$ cat src/rtl/physics_unit_param.sv
// physics_unit_param: per-fighter fixed-point physics engine.
// Integrates velocity/position once per divided tick and runs the
// GROUND/AIR/HITSTUN movement machine (multi-jump, scaled knockback,
// terminal velocity, saturating position).
// Optional feature macro: PHYS_FASTFALL_EN (joystick-down fast-fall in AIR).
module physics_unit_param #(
   parameter int                      INT_W         = 16,
   parameter int                      FRAC_W        = 16,
   parameter int                      TICK_DIV      = 1024,
   parameter int                      MAX_JUMPS     = 2,
   parameter logic [INT_W+FRAC_W-1:0] JUMP_VEL      = 32'h0004_0000,
   parameter logic [INT_W+FRAC_W-1:0] TERM_VEL      = 32'h0008_0000,
   parameter logic [INT_W+FRAC_W-1:0] ACCEL         = 32'h0000_1000,
   parameter int                      HITSTUN_TICKS = 30
) (
   input  logic                 clock,
   input  logic                 reset,
   input  logic [2*INT_W-1:0]   start_position,
   input  logic [FRAC_W-1:0]    gravity,
   input  logic [3:0]           mass_shift,
   input  logic [7:0]           joy_x,
   input  logic [7:0]           joy_y,
   input  logic                 jump_btn,
   input  logic [4:0]           wall,
   input  logic                 attack_in,
   input  logic [2*INT_W-1:0]   knockback,
   input  logic [15:0]          damage,
   input  logic                 freeze_in,
   output logic [2*INT_W-1:0]   position,
   output logic [1:0]           state,
   output logic [2:0]           jumps_used,
   output logic                 tick
);

   localparam int W  = INT_W + FRAC_W;
   localparam int CW = $clog2(TICK_DIV);
   localparam int HW = $clog2(HITSTUN_TICKS + 1);
   localparam int PW = INT_W + 18;

   localparam logic [CW-1:0] CNT_LAST = CW'(TICK_DIV - 1);
   localparam logic [HW-1:0] HS_INIT  = HW'(HITSTUN_TICKS);
   localparam logic [2:0]    MAXJ     = 3'(MAX_JUMPS);

   typedef enum logic [1:0] {
      ST_GROUND = 2'd0,
      ST_AIR    = 2'd1,
      ST_HIT    = 2'd2
   } st_e;

   // registered state
   logic [CW-1:0]       cnt_q, cnt_d;
   logic                btn_prev_q, btn_prev_d;
   logic                up_prev_q, up_prev_d;
   logic                atk_prev_q, atk_prev_d;
   logic                jump_pend_q, jump_pend_d;
   logic                hit_pend_q, hit_pend_d;
   logic signed [W-1:0] pos_x_q, pos_x_d, pos_y_q, pos_y_d;
   logic signed [W-1:0] vel_x_q, vel_x_d, vel_y_q, vel_y_d;
   st_e                 st_q, st_d;
   logic [2:0]          jumps_q, jumps_d;
   logic [HW-1:0]       hs_q, hs_d;

   // combinational helpers
   logic                tick_en, joy_up, jump_edge, hit_edge, jump_now, hit_now, floor;
   logic signed [8:0]   sjoy;
   logic signed [W-1:0] sjoy_ext, target_vx, vx_step, vy_grav, kbv_x, kbv_y;
   logic signed [W:0]   dx, acc_w, g_eff, lim, lim_neg, vyg_wide;
   logic signed [PW-1:0] kb_x_ext, kb_y_ext, scale, prod_x, prod_y, prod_x_sh, prod_y_sh;
   logic signed [W-1:0] nvx, nvy;
   st_e                 nst;
   logic [2:0]          njmp;
   logic [HW-1:0]       nhs;
   logic                unused_bits;

   // Signed add that clamps to the W-bit limits instead of wrapping.
   function automatic logic [W-1:0] sat_add(input logic [W-1:0] a, input logic [W-1:0] b);
      logic [W:0] s;
      s = {a[W-1], a} + {b[W-1], b};
      if (s[W] != s[W-1])
         sat_add = s[W] ? {1'b1, {(W-1){1'b0}}} : {1'b0, {(W-1){1'b1}}};
      else
         sat_add = s[W-1:0];
   endfunction

   assign tick_en    = (cnt_q == CNT_LAST) && !freeze_in;
   assign joy_up     = (joy_y >= 8'd240);
   assign jump_edge  = (jump_btn && !btn_prev_q) || (joy_up && !up_prev_q);
   assign hit_edge   = attack_in && !atk_prev_q;
   // an edge landing in the tick cycle itself is consumed by that tick
   assign jump_now   = jump_pend_q || (jump_edge && !freeze_in);
   assign hit_now    = hit_pend_q  || (hit_edge  && !freeze_in);
   assign floor      = wall[1] || (wall[4] && (joy_y >= 8'd16));

   // Joystick target velocity and knockback velocity (integer kb scaled by (128+damage)/128).
   always_comb begin
      sjoy      = $signed({1'b0, joy_x}) - 9'sd128;
      sjoy_ext  = {{(W-9){sjoy[8]}}, sjoy};
      target_vx = (sjoy_ext <<< (FRAC_W - 8)) >>> mass_shift;
      kb_x_ext  = {{18{knockback[2*INT_W-1]}}, knockback[2*INT_W-1:INT_W]};
      kb_y_ext  = {{18{knockback[INT_W-1]}}, knockback[INT_W-1:0]};
      scale     = {{(PW-16){1'b0}}, damage} + PW'(128);
      prod_x    = kb_x_ext * scale;
      prod_y    = kb_y_ext * scale;
      prod_x_sh = prod_x >>> 7;
      prod_y_sh = prod_y >>> 7;
      kbv_x     = {prod_x_sh[INT_W-1:0], {FRAC_W{1'b0}}};
      kbv_y     = {prod_y_sh[INT_W-1:0], {FRAC_W{1'b0}}};
   end

   assign unused_bits = ^{prod_x_sh[PW-1:INT_W], prod_y_sh[PW-1:INT_W]};

   // Air x-velocity ramp and gravity with terminal-speed clamp.
   always_comb begin
      acc_w = $signed({1'b0, ACCEL});
      dx    = $signed({target_vx[W-1], target_vx}) - $signed({vel_x_q[W-1], vel_x_q});
      if (dx > acc_w)
         vx_step = vel_x_q + ACCEL;
      else if (dx < -acc_w)
         vx_step = vel_x_q - ACCEL;
      else
         vx_step = target_vx;
`ifdef PHYS_FASTFALL_EN
      if (st_q == ST_AIR && (vel_y_q[W-1] || ~|vel_y_q) && joy_y < 8'd16) begin
         g_eff = $signed({{(INT_W-1){1'b0}}, gravity, 1'b0});
         lim   = $signed({TERM_VEL, 1'b0});
      end else begin
         g_eff = $signed({{INT_W{1'b0}}, 1'b0, gravity});
         lim   = $signed({1'b0, TERM_VEL});
      end
`else
      g_eff = $signed({{INT_W{1'b0}}, 1'b0, gravity});
      lim   = $signed({1'b0, TERM_VEL});
`endif
      lim_neg  = -lim;
      vyg_wide = $signed({vel_y_q[W-1], vel_y_q}) - g_eff;
      vy_grav  = (vyg_wide < lim_neg) ? lim_neg[W-1:0] : vyg_wide[W-1:0];
   end

   // Tick divider, edge history and sticky pending flags.
   always_comb begin
      cnt_d       = freeze_in ? cnt_q : ((cnt_q == CNT_LAST) ? '0 : cnt_q + 1'b1);
      btn_prev_d  = jump_btn;
      up_prev_d   = joy_up;
      atk_prev_d  = attack_in;
      jump_pend_d = jump_now;
      hit_pend_d  = hit_now;
      if (tick_en) begin
         jump_pend_d = 1'b0;
         hit_pend_d  = 1'b0;
      end
   end

   // Per-tick movement update: hit > landing > jump > normal, then walls, then integrate.
   always_comb begin
      nvx  = vel_x_q;
      nvy  = vel_y_q;
      nst  = st_q;
      njmp = jumps_q;
      nhs  = hs_q;
      unique case (st_q)
         ST_GROUND: begin
            nvx = target_vx;
            nvy = '0;
            if (!floor) begin
               nst  = ST_AIR;
               njmp = 3'd1;
            end
         end
         ST_AIR: begin
            nvx = vx_step;
            if (floor && (vel_y_q[W-1] || ~|vel_y_q)) begin
               nst  = ST_GROUND;
               nvy  = '0;
               njmp = 3'd0;
            end else begin
               nvy = vy_grav;
            end
         end
         default: begin
            nvy = vy_grav;
            nhs = (hs_q == '0) ? '0 : hs_q - 1'b1;
            if (hs_q <= HW'(1)) begin
               if (floor) begin
                  nst  = ST_GROUND;
                  nvy  = '0;
                  njmp = 3'd0;
               end else begin
                  nst  = ST_AIR;
               end
            end
         end
      endcase
      // jump follows any landing on the same tick, so a land+jump leaves one jump used
      if (jump_now && st_q != ST_HIT && njmp < MAXJ) begin
         nvy  = JUMP_VEL;
         njmp = njmp + 3'd1;
         nst  = ST_AIR;
      end
      if (hit_now) begin
         nvx  = kbv_x;
         nvy  = kbv_y;
         nst  = ST_HIT;
         nhs  = HS_INIT;
         njmp = jumps_q;
      end
      if (wall[3] && nvx[W-1])                nvx = '0;
      if (wall[2] && !nvx[W-1] && |nvx)       nvx = '0;
      if (wall[0] && !nvy[W-1] && |nvy)       nvy = '0;

      vel_x_d = vel_x_q;
      vel_y_d = vel_y_q;
      st_d    = st_q;
      jumps_d = jumps_q;
      hs_d    = hs_q;
      pos_x_d = pos_x_q;
      pos_y_d = pos_y_q;
      if (tick_en) begin
         vel_x_d = nvx;
         vel_y_d = nvy;
         st_d    = nst;
         jumps_d = njmp;
         hs_d    = nhs;
         pos_x_d = sat_add(pos_x_q, nvx);
         pos_y_d = sat_add(pos_y_q, nvy);
      end
   end

   // State register: everything clears to the spawn condition on reset.
   always_ff @(posedge clock) begin
      if (reset) begin
         cnt_q       <= '0;
         btn_prev_q  <= 1'b0;
         up_prev_q   <= 1'b0;
         atk_prev_q  <= 1'b0;
         jump_pend_q <= 1'b0;
         hit_pend_q  <= 1'b0;
         pos_x_q     <= {start_position[2*INT_W-1:INT_W], {FRAC_W{1'b0}}};
         pos_y_q     <= {start_position[INT_W-1:0], {FRAC_W{1'b0}}};
         vel_x_q     <= '0;
         vel_y_q     <= '0;
         st_q        <= ST_AIR;
         jumps_q     <= 3'd1;
         hs_q        <= '0;
      end else begin
         cnt_q       <= cnt_d;
         btn_prev_q  <= btn_prev_d;
         up_prev_q   <= up_prev_d;
         atk_prev_q  <= atk_prev_d;
         jump_pend_q <= jump_pend_d;
         hit_pend_q  <= hit_pend_d;
         pos_x_q     <= pos_x_d;
         pos_y_q     <= pos_y_d;
         vel_x_q     <= vel_x_d;
         vel_y_q     <= vel_y_d;
         st_q        <= st_d;
         jumps_q     <= jumps_d;
         hs_q        <= hs_d;
      end
   end

   assign position   = {pos_x_q[W-1:FRAC_W], pos_y_q[W-1:FRAC_W]};
   assign state      = st_q;
   assign jumps_used = jumps_q;
   assign tick       = tick_en;

endmodule
$ cat config.mk
export PLATFORM = sky130hd
export DESIGN_NAME = physics_unit_param
export DESIGN_NICKNAME = d
export VERILOG_FILES = /design/src/rtl/physics_unit_param.sv
export SDC_FILE = /design/constraint.sdc
export NUM_CORES = 2
export LEC_CHECK = 0
export ABC_CLOCK_PERIOD_IN_PS = 21700
export BUFFER_PORTS_ARGS = -buffer_cell sky130_fd_sc_hd__buf_2
export CELL_PAD_IN_SITES_DETAIL_PLACEMENT = 1
export CELL_PAD_IN_SITES_GLOBAL_PLACEMENT = 1
export CORE_ASPECT_RATIO = 1.4
export CORE_MARGIN = 5
export CORE_UTILIZATION = 52
export DETAILED_ROUTE_END_ITERATION = 8
export GPL_TIMING_DRIVEN = 1
export PLACE_DENSITY_LB_ADDON = 0.1
export SETUP_SLACK_MARGIN = 0.4
export SYNTH_ARGS = -nofsm -noshare
export SYNTH_HDL_FRONTEND = slang
export SYNTH_SLANG_ARGS = --single-unit
$ cat constraint.sdc
create_clock -name clock -period 21.7 [get_ports clock]
set_input_delay 2.17 -clock clock [delete_from_list [all_inputs] [get_ports clock]]
set_output_delay 2.17 -clock clock [all_outputs]
set_load 0.01 [all_outputs]
; ---- Word-level counts from Yosys, hierarchy flattened
; Cells that the tools add are included.
[word_totals]
output_inout_bits = 38
input_bits = 126
reg_bits = 153
[classes]
n_mux = 39
shift = 1
n_lt_le_gt_ge = 7
n_bitwise = 1
n_reduce_logical = 39
eq_ne = 8
multipliers = 2
addsub = 11
[op_table]
columns = operator, n
row1 = $mux 32, 20
row2 = $pmux 32 s2, 2
row3 = $reduce_or 32->1, 3
row4 = $add 32x32->33, 2
row5 = $mul 16x18->23, 2
row6 = $gt 33x14->1 const B, 1
row7 = $lt 33x13->1 const B, 1
row8 = $lt 33x20->1 const B, 1
row9 = $sub 32x17->33, 1
row10 = $sub 32x32->33, 1
row11 = $add 32x13->32 const B, 1
row12 = $sshr 17x4->32, 1
row13 = $sub 32x13->32 const B, 1
row14 = $add 16x8->17 const B, 1
row15 = $logic_and 1x1->1, 15
row16 = $mux 3, 5
row17 = $mux 5, 3
row18 = $add 10x1->10 const B, 1
row19 = $eq 10x10->1 const B, 1
row20 = $mux 10, 1
row21 = $mux 2, 5
row22 = $sub 8x8->9 const B, 1
row23 = $ge 8x5->1 const B, 1
row24 = $ge 8x8->1 const B, 1
row25 = other kinds (22), 36

; ---- Logic depth before layout (Yosys ltp)
[logic_depth]
depth_word = 19
ltp_mapped = 53
depth_no_buf = 49

; ---- Least setup slack after synthesis
; Ideal clock, no wire load.
[synth_timing]
kind = in2reg
start = in damage[7]
end = reg pos_x_q[20] (data pin)
n_path_buf = 5
stages = 49
slack_ns = 8.253
setup_time_ns = 0.254
t_required_ns = 21.446
arrival_ns = 13.194
cell_sequence = clkbuf_1 -> nand3_1 -> xnor2_1 -> clkbuf_1 -> nand2_1 -> fa_1 -> inv_1 -> fa_1 -> inv_1 -> fa_1 -> inv_1 -> fa_1 -> fa_1 -> inv_1 -> fa_1 -> inv_1 -> ha_1 -> and3_1 -> [... 13 more ...] -> nor2_1 -> ha_1 -> a21oi_1 -> nand2b_1 -> a21boi_0 -> o41ai_1 -> o21ai_0 -> o211ai_1 -> a31oi_1 -> o41ai_1 -> a21oi_1 -> a21o_1 -> a311oi_1 -> xnor2_1 -> o21ai_0 -> clkbuf_1 -> a21oi_1 -> a21o_1
[synth_via]
elab_chain_len = 14
elab_cells_between_ends = 16
[synth_lines]
columns = element, line
row1 = start: declaration, 27  ; input logic [15:0] damage,
row2 = $add 16x8->17 (*), 101  ; scale = {{(PW-16){1'b0}}, damage} + PW'(128);
row3 = $mul 16x18->23 (*), 102  ; prod_x = kb_x_ext * scale;
row4 = $mux 32 (*), 199  ; if (hit_now) begin
row5 = $logic_and 1x1->1, 206  ; if (wall[3] && nvx[W-1]) nvx = '0;
row6 = $mux 32 (*), 206
row7 = branches (longest 3 deep; another with $reduce_or 32->1), -
row8 = $mux 32 (*), 207  ; if (wall[2] && !nvx[W-1] && |nvx) nvx = '0;
row9 = named net nvx[2], 69  ; logic signed [W-1:0] nvx, nvy;
row10 = $add 32x32->33 (*), 78  ; s = {a[W-1], a} + {b[W-1], b};
row11 = $mux 32 or $ne 1x1->1 (tied branches), "80, 79"
row12 = $mux 32 (*), 79  ; if (s[W] != s[W-1])
row13 = $mux 32 (*), 217  ; if (tick_en) begin
row14 = $mux 32 (*), 230  ; if (reset) begin
row15 = end signal: assignment, 237  ; pos_x_q <= {start_position[2*INT_W-1:INT_W], {FRAC_W{1'b0}}};
row16 = end signal: assignment, 251  ; pos_x_q <= pos_x_d;
row17 = end: declaration, 57  ; logic signed [W-1:0] pos_x_q, pos_x_d, pos_y_q, pos_y_d;
; Mark *: on every way through the listed nets, which the timed path passes. The select of a mux whose other input is x is not followed.
; A chain may end at the register's enable or synchronous reset.

; ---- Worst setup path in the final report
[layout_timing]
start = in damage[7]
end = reg pos_y_q[22] (data pin)
[layout_via]
elab_chain_len = 12
elab_cells_between_ends = 14
[layout_lines]
columns = element, line
row1 = $add 16x8->17 (*), 101
row2 = $mul 16x18->23 (*), 103  ; prod_y = kb_y_ext * scale;
row3 = $mux 32 (*), 199
row4 = branches (longest 2 deep; another with $reduce_or 32->1), -
row5 = $logic_and 1x1->1 (*), 208  ; if (wall[0] && !nvy[W-1] && |nvy) nvy = '0;
row6 = $mux 32 (*), 208
row7 = named net nvy[1], 69
row8 = $add 32x32->33 (*), 78
row9 = $mux 32 or $ne 1x1->1 (tied branches), "80, 79"
row10 = $mux 32 (*), 79
row11 = $mux 32 (*), 217
row12 = $mux 32 (*), 230
row13 = end signal: assignment, 238  ; pos_y_q <= {start_position[INT_W-1:0], {FRAC_W{1'b0}}};
row14 = end signal: assignment, 252  ; pos_y_q <= pos_y_d;
row15 = end: declaration, 57
; Marks and branches as above.

==> out/metrics.yaml <==
outcome:
  outcome: "finished clean"
logic_synthesis:
  synthArstFlopShare_pct: 0
  yosysWarnings: 0
  synth.area.mux_share_pct: 0.7770
  synth_fp_nets: 4509
  synthCells: 3784
  synth_xor_area_share_pct: 5.732
  avgSynthCellArea_um2: 7.915
  synth_compound_area_share_pct: 18.17
  yosys-top-cells-area: "fa_1 22%, ha_1 11%, dfxtp_1 8.1%, inv_1 6.6%, nand2_1 5.4%"
  synth_top_family_by_area: "adder cells"
  synth-edff-count: 32
  synth_top_area_share_pct: 22.33
  syn_area_um2: 29950
  yosys.area_share.simple_pct: 20.35
  synthAdderAreaFrac_pct: 33.73
  yosys.area.top_type: "fa_1"
  ys.flop_type: "dfxtp_1"
  ys_ff_latch: 153
  yosys.cell_types.count: 106
  yosysSeqAreaShare_pct: 11.30
placement:
  dpl_worst_slack_ps: 5304
  finalWeightedCongestion: 0.9485
  dp_hpwl_um: 79170
  portBuffers: 159
die:
  start_util_pct: 52.31
  die-area_um2: 62560
  num_io_pins: 164
  fp.dieW_um: 212.8
  core_um2: 57250
  row_count: 104
  dieHeight_um: 294.0
grt:
  grt_pass1_wl_um: 160900
  grt_pass1_vias: 30630
  groute.usage.overall_pct: 31.86
  overflow: 0
  antenna_found_initial: 3
  grt_start_max_net_pins: 57
sta:
  maxSlewHeadroom_pct: 17.00
  fin_crit_ps: 16050
  hold_viol_final: 0
  tns_ps: 0
  clock_skew_ps: 10.20
  worst_slack_ps: 5650
  tightest_slew_ps: 1240
  fmax_mhz: 62.31
  setup_violations: 0
  drv_slew: 0
  period_share_pct: 73.96
  rsz0062_at_grt: "no"
cts:
  clk_pin_slew_ps: 70
  htree_levels: 4
  cts_tree: "built"
  numCtsBuffers: 17
  clockBufferDepth: 2
  cts_setup_buffers: 0
  clock_sinks: 153
  clkLatencyLatePin_ps: 450
  ctsHoldBuffers: 0
  cts_resized: 0
  cts-root-buf: "clkbuf_16"
route:
  drt_first_pass_iters: 7
  drt_iter0_drc: 1373
  routed_via_density: 6.123
  drc: 0
  vias: 27770
  wl_per_cell_um: 22.23
  drt_wl_total_um: 100800
  detail-route-antenna-nets: 0
power:
  vdd_drop_max_mv: 0.2057
  p_per_area_nw_per_um2: 161.3
  power.leakage_nw: 14.57
final_layout:
  register_area_um2: 3383
  final_common_cell: "inv_1"
  layout.nets: 4506
  diodes: 0
  final_core_util_pct: 55.14
  final_layout_size_suffix_gt1_share_pct: 8.067
  final_cell_mix: "526 x inv_1, 428 x nand2_1, 334 x fa_1, 265 x ha_1, 240 x nor2_1"
  n_fill_cell: 7138
  area_growth_pct: 5.410
  multi_input_area_um2: 23640
critical_path:
  crit_arrival_ps: 16330
  max_stage_delay_ps: 1030
  startpoint_type: "input port"
  path_max_fanout: 56
  slowest_stage: "nor2_1"
  crit_type: "input port to register"
  end_kind: "register"
  crit_required_ps: 21980
hold_path:
  min_path_type: "register to register"
flow_run:
  drv_cap: 0
[final cells by class]
| class | instances | area share (%) |
|---|---|---|
| Tap cell | 742 | 2.941 |
| Timing Repair Buffer | 191 | 3.282 |
| Clock buffer | 22 | 1.474 |
| Sequential cell | 153 | 10.72 |
| Multi-Input combinational cell | 2884 | 74.87 |
| Clock inverter | 9 | 0.3686 |
| Inverter | 534 | 6.349 |
[Yosys cell counts (all sizes together), types with 29 or more instances]
cell,instances
nand2,428
buf,56
inv,530
fa,334
o21ai,158
nor3,62
nor2b,34
a21o,53
edfxtp,32
a211oi,50
and3,29
xnor2,149
o211ai,30
nor2,242
dfxtp,121
clkbuf,157
a31oi,35
xor2,47
a21oi,228
nand3,66
ha,265
nand2b,60
and2,199
[worst max-delay path: cells and delay by family]
kind / cells / cell delay [ps]
buffers and inverters: 9 / 1730
adders and majority gates: 9 / 3960
xor gates and xnor gates: 2 / 300
and+or+nand+nor: 4 / 1550
AOI/OAI and AO/OA: 21 / 6560
[logic make-up (layout without fill, tap and decap cells)]
kind of cell / Yosys count / after routing
buf+inv: 747 / 756
compound gates: 807 / 807
simple gates: 1250 / 1250
fa+ha+maj: 609 / 609
mux: 22 / 22
flops: 153 / 153
xor+xnor: 196 / 196
[stage by stage]
stage	std cells	power (mW)	area (um2)	hold slack [ps]
floorplan	3784	3.447	29950	431.5
global placement	4504	4.555	30990	447.3
detailed placement	4504	4.736	30990	463.0
CTS	4535	5.103	31570	475.9
global route	4535	5.573	31570	500.8
finish	4535	5.092	31570	470.8
[path summary, 6_finish.rpt]
kind,startpoint,end,depth (start not counted),slack (ps)
max,damage[7],pos_y_q[22],45,5650
min,vel_y_q[13],vel_y_q[13],2,470
max reg2reg,vel_x_q[16],pos_x_q[22],34,9650
min reg2reg,vel_y_q[13],vel_y_q[13],2,470
[report_power, final]
group          internal [mW]  leakage [nW]  switching (mW)
clock                  0.176         0.284           0.130
sequential             0.297          1.28         0.00486
combinational           1.73          13.0            2.75
[state kept, by name, indices dropped and copies added (netlist names), 2 cells and up]
signal / flops
cnt_q: 10
hs_q: 5
jumps_used: 3
pos_x_q: 32
pos_y_q: 32
state: 2
vel_x_q: 32
vel_y_q: 32
[metal layers]
metal  routed length, um  track usage (%)
met1               39410            37.03
met2               52530            58.74
met3                4084            3.071
met4                4778            14.32
met5                  27                0
Power figures use the tool's default switching activity.
